--- config.mk ---
export PLATFORM = sky130hd
export DESIGN_NAME = bus_timer
export DESIGN_NICKNAME = d
export VERILOG_FILES = /design/src/rtl/bus_timer.sv
export SDC_FILE = /design/constraint.sdc
export NUM_CORES = 1
export LEC_CHECK = 0
export CAP_MARGIN = 30
export CORE_UTILIZATION = 61
export DETAILED_ROUTE_END_ITERATION = 8
export GPL_TIMING_DRIVEN = 1
export PLACE_DENSITY = 0.86
export SLEW_MARGIN = 20
export SYNTH_ARGS = -nofsm -noshare
export SYNTH_HDL_FRONTEND = slang
export SYNTH_SLANG_ARGS = --single-unit
--- constraint.sdc ---
create_clock -name clk -period 5 [get_ports clk]
set_input_delay 0.5 -clock clk [delete_from_list [all_inputs] [get_ports clk]]
set_output_delay 0.5 -clock clk [all_outputs]
set_load 0.01 [all_outputs]
--- src/rtl/bus_timer.sv ---
// Bus-slave timer: 32-bit up-counter with programmable expiry, periodic/one-shot mode and a sticky IRQ flag.
// Optional wait states before rdy_ are compiled in with `define BUS_TIMER_WAIT_EN (count set by WAIT_CYCLES).
module bus_timer #(
  parameter int WAIT_CYCLES = 0
) (
  input  logic        clk,
  input  logic        reset,
  input  logic        cs_,
  input  logic        as_,
  input  logic        rw,
  input  logic [1:0]  addr,
  input  logic [31:0] wr_data,
  output logic [31:0] rd_data,
  output logic        rdy_,
  output logic        irq
);

`ifdef BUS_TIMER_WAIT_EN
  typedef enum logic [1:0] {S_IDLE, S_WAIT, S_RESP} state_t;
  localparam logic [3:0] LP_WAIT = 4'(WAIT_CYCLES);
  logic [3:0]  r_wait_cnt;
`else
  typedef enum logic [1:0] {S_IDLE, S_RESP} state_t;
`endif

  state_t      r_state;
  logic        r_rw;
  logic [1:0]  r_addr;
  logic [31:0] r_wdata;
  logic        r_rdy_n;
  logic [31:0] r_rd_data;
  logic        r_start;
  logic        r_periodic;
  logic        r_flag;
  logic [31:0] r_expr;
  logic [31:0] r_count;

  logic        w_accept;
  logic        w_enter_resp;
  logic        w_use_live;
  logic        w_rw;
  logic [1:0]  w_addr;
  logic [31:0] w_wdata;
  logic        w_wr;
  logic        w_expire;
  logic [31:0] w_rd_val;

  assign w_accept = (r_state == S_IDLE) && !cs_ && !as_;
  // Zero-wait accesses commit on the accepting edge, so they use the live bus inputs.
  assign w_use_live = (r_state == S_IDLE);
`ifdef BUS_TIMER_WAIT_EN
  assign w_enter_resp = (w_accept && (LP_WAIT == 4'd0)) ||
                        ((r_state == S_WAIT) && (r_wait_cnt == 4'd0));
`else
  assign w_enter_resp = w_accept;
`endif
  assign w_rw     = w_use_live ? rw      : r_rw;
  assign w_addr   = w_use_live ? addr    : r_addr;
  assign w_wdata  = w_use_live ? wr_data : r_wdata;
  assign w_wr     = w_enter_resp && !w_rw;
  assign w_expire = r_start && (r_count == r_expr);

  always_comb begin
    w_rd_val = 32'd0;
    case (w_addr)
      2'd0: w_rd_val = {30'd0, r_periodic, r_start};
      2'd1: w_rd_val = {31'd0, r_flag};
      2'd2: w_rd_val = r_expr;
      2'd3: w_rd_val = r_count;
      default: w_rd_val = 32'd0;
    endcase
  end

  always_ff @(posedge clk) begin
    if (reset) begin
      r_state    <= S_IDLE;
`ifdef BUS_TIMER_WAIT_EN
      r_wait_cnt <= 4'd0;
`endif
      r_rw       <= 1'b0;
      r_addr     <= 2'd0;
      r_wdata    <= 32'd0;
      r_rdy_n    <= 1'b1;
      r_rd_data  <= 32'd0;
      r_start    <= 1'b0;
      r_periodic <= 1'b0;
      r_flag     <= 1'b0;
      r_expr     <= 32'd0;
      r_count    <= 32'd0;
    end else begin
      case (r_state)
        S_IDLE: if (w_accept) begin
          r_rw    <= rw;
          r_addr  <= addr;
          r_wdata <= wr_data;
`ifdef BUS_TIMER_WAIT_EN
          if (LP_WAIT != 4'd0) begin
            r_state    <= S_WAIT;
            r_wait_cnt <= 4'(LP_WAIT - 4'd1);
          end else begin
            r_state <= S_RESP;
          end
`else
          r_state <= S_RESP;
`endif
        end
`ifdef BUS_TIMER_WAIT_EN
        S_WAIT: if (r_wait_cnt == 4'd0) r_state <= S_RESP;
                else r_wait_cnt <= 4'(r_wait_cnt - 4'd1);
`endif
        S_RESP: r_state <= S_IDLE;
        default: r_state <= S_IDLE;
      endcase

      if (w_enter_resp) begin
        r_rdy_n   <= 1'b0;
        r_rd_data <= w_rw ? w_rd_val : 32'd0;
      end else if (r_state == S_RESP) begin
        r_rdy_n   <= 1'b1;
        r_rd_data <= 32'd0;
      end

      // Bus writes take priority over the timer's own updates, except that expiry always sets FLAG.
      if (w_wr && (w_addr == 2'd3)) r_count <= w_wdata;
      else if (w_expire)            r_count <= 32'd0;
      else if (r_start)             r_count <= r_count + 32'd1;

      if (w_wr && (w_addr == 2'd0)) begin
        r_start    <= w_wdata[0];
        r_periodic <= w_wdata[1];
      end else if (w_expire && !r_periodic) begin
        r_start <= 1'b0;
      end

      if (w_expire)                      r_flag <= 1'b1;
      else if (w_wr && (w_addr == 2'd1)) r_flag <= w_wdata[0];

      if (w_wr && (w_addr == 2'd2)) r_expr <= w_wdata;
    end
  end

  assign rd_data = r_rd_data;
  assign rdy_    = r_rdy_n;
  assign irq     = r_flag;

endmodule

==> out/summary.txt <==
Clock edge transition at the registers on the reported setup and hold paths - 60 ps
Antenna-violating nets left - 0
Critical Path Start Type - flop
Final WS setup - 2050 ps
Final WL - 17900 um
Synthesis warning total - 0
DPL Wire Length - 11400 um
CP cell instances - buf_4 -> mux2_2 -> nor4_4 -> buf_4 -> nor2_1 -> a211oi_1
Seq/Total Area, Yosys - 40.6%
Cts hold-fix bufs - 0
Fill cell count - 769
Post-route minimum period - 2950 ps
Max Fclk - 339 MHz
Total CTS buffers - 17
Synth Instances - 854
Syn Area/Cell - 7.79 um2
Worst Setup End Kind - flop
Top cell family by delay on the critical path - buffers and inverters
WS Path Type - flop to flop
Std-Cell Rows - 37
Remaining DRCs - 0
GRT Residual Overflow - 0
Layout Cells excl Fill - 1024
Clk_skew - 7.74 ps
Number of buffers and inverters on the critical path - 2
Synth Cell Area - 6660 um2
CTS Sinks - 135
Setup_tns - 0 ps
Diode count - 0
Layout area overhead - 18.2%
Initial DRC Count - 481
CORE AREA - 10500 um2
Cell Pwr Density - 334 nW/um2
Max-slew violations - 0
First-pass GRT wire length - 28600 um
# IOs - 73
Max-cap violations - 0
Hold Crit Class - input pin to flop
Final worst-path cycle share - 59.0%
CP peak stage delay - 700 ps
Synth Net Count - 894
RSZ-0062 raised after global routing - no
Die width - 106 um
Dpl ws - 1750 ps
Global Route Usage Sum - 32.2%
CP dominant cell by count - buf_4
Share of cells above drive strength 1 - 6.08%
Nets - 915
# setup viols final - 0
Clock latency at the later pin of the worst-skew pair - 540 ps
Post-CTS Setup Bufs - 0
Wire per inst - 17.4 um
CP Data Required Time - 5420 ps
Cell variety after synth - 41
Static leakage - 2.75 nW
Synth area leader - dfxtp_1
Status - complete, no violations
Chip Height - 106 um
Routed vias - 6261
Pin count of the biggest net entering global routing - 82
Cell count after placement - 992
CTS tree - built
TritonRoute pass-1 iters - 6
Vias in the first global route - 5908
CP max stage cell - mux2_2
Die area - 11300 um2
Maximum vdd drop - 189 uV
Buffers on Ports - 72
PostCTS Resize Cnt - 0
Slew headroom - 32.7%
Synth top area cells - dfxtp_1, nand2_1, a21oi_1, nor2_1, mux2i_1
Starting density of the core - 63.6%
GP Congestion - 0.901
Initial antenna violation count - 0
CTS root buf - clkbuf_8
Synth Register Bits - 135
Worst Path Arrival - 3370 ps
Routed vias/inst - 6.11
Final Hold Fails - 0
Clock buffer depth - 2
H-tree Lvls - 4
CP Max Fanout - 63
Tightest Pin Transition - 1010 ps
Post-synth top area share - 40.6%
## registers in the layout, indices dropped and copies added (netlist names)
name	flops
r_wdata	32
irq	1
rdy_	1
r_expr	32
r_addr	2
r_state	1
rd_data	32
r_count	32
r_start	1
r_periodic	1
## final cells by class
class	count	area, um2	share of cell area (%)
Clock inverter	13	178	2.26
Clock buffer	19	442	5.61
Inverter	4	15.0	0.191
Timing Repair Buffer	81	786	9.99
Tap cell	136	170	2.16
Multi-Input combinational cell	636	3570	45.4
Sequential cell	135	2700	34.4
## logic make-up after synthesis
| family | after synthesis | share of synthesized area, % |
|---|---|---|
| AOI/OAI and AO/OA | 199 | 16.7 |
| xor gates and xnor gates | 60 | 7.90 |
| adders and majority gates | 1 | 0.188 |
| buffers and inverters | 83 | 5.85 |
| DFF | 135 | 40.6 |
| muxes | 40 | 6.28 |
| and+or+nand+nor | 336 | 22.5 |
## per-stage QoR
stage	util, %	instance area (um2)	hold WS, ps	power, mW
6_report	75.2	7870	340	2.63
5_1_grt	75.2	7870	340	2.70
3_3_place_gp	69.3	7250	439	1.33
2_1_floorplan	-	6660	433	1.26
4_1_cts	75.2	7870	323	2.63
3_5_place_dp	69.3	7250	447	1.33
## layer usage
metal	vias to the layer above	part of all wire (%)	track usage (%)
li1	2964	-	-
met1	2928	41	39.3
met2	299	47	51.3
met3	70	8.1	8.89
met4	0	4.2	18.0
met5	-	0	0
## final timing paths
check                              endpoint  slack, ps   startpoint  cells past startpoint
worst max-delay path             r_expr[25]       2050   r_state[0]                      6
worst min-delay path             r_state[0]        340        reset                      2
worst max register to register   r_expr[25]       2050   r_state[0]                      6
worst min register to register  r_wdata[11]        450  r_wdata[11]                      2
## power breakdown
group          internal (mW)  switching [mW]  leakage, nW
Sequential              1.10          0.0202         1.09
Combinational         0.0761           0.121         1.35
Clock                  0.833           0.480        0.303
Total                   2.01           0.621         2.75
## synthesized netlist by cell type (all sizes together)
cell type,n
nand2,144
dfxtp,135
nor2,101
a21oi,98
o21ai,58
clkbuf,47
and3,39
mux2i,35
xnor2,34
a211oi,32
buf,32
xor2,26
nand3,16
nand4,10
nor4,8
nor3,7
and4,6
inv,4
mux2,4
a31oi,3
or3,2
a211o,1
a21o,1
a2bb2oi,1
a32oi,1
a41oi,1
and2,1
ha,1
mux4,1
nor3b,1
o221a,1
o22ai,1
o311a,1
or4,1
## placed cells by master (no fill, tap or decap), types with 8 or more instances in the layout
cell,netlist,layout
a211oi_1,32,32
and3_1,39,39
nor2_1,101,100
xnor2_1,34,34
buf_4,3,10
clkdlybuf4s50_1,0,71
dfxtp_1,135,134
nand3_1,16,16
nand4_1,10,10
clkbuf_16,0,16
a21oi_1,98,98
mux2i_1,35,34
nand2_1,144,144
o21ai_1,50,50
o21ai_0,8,8
xor2_1,26,26
No activity file was read; power rests on OpenSTA's default activity.
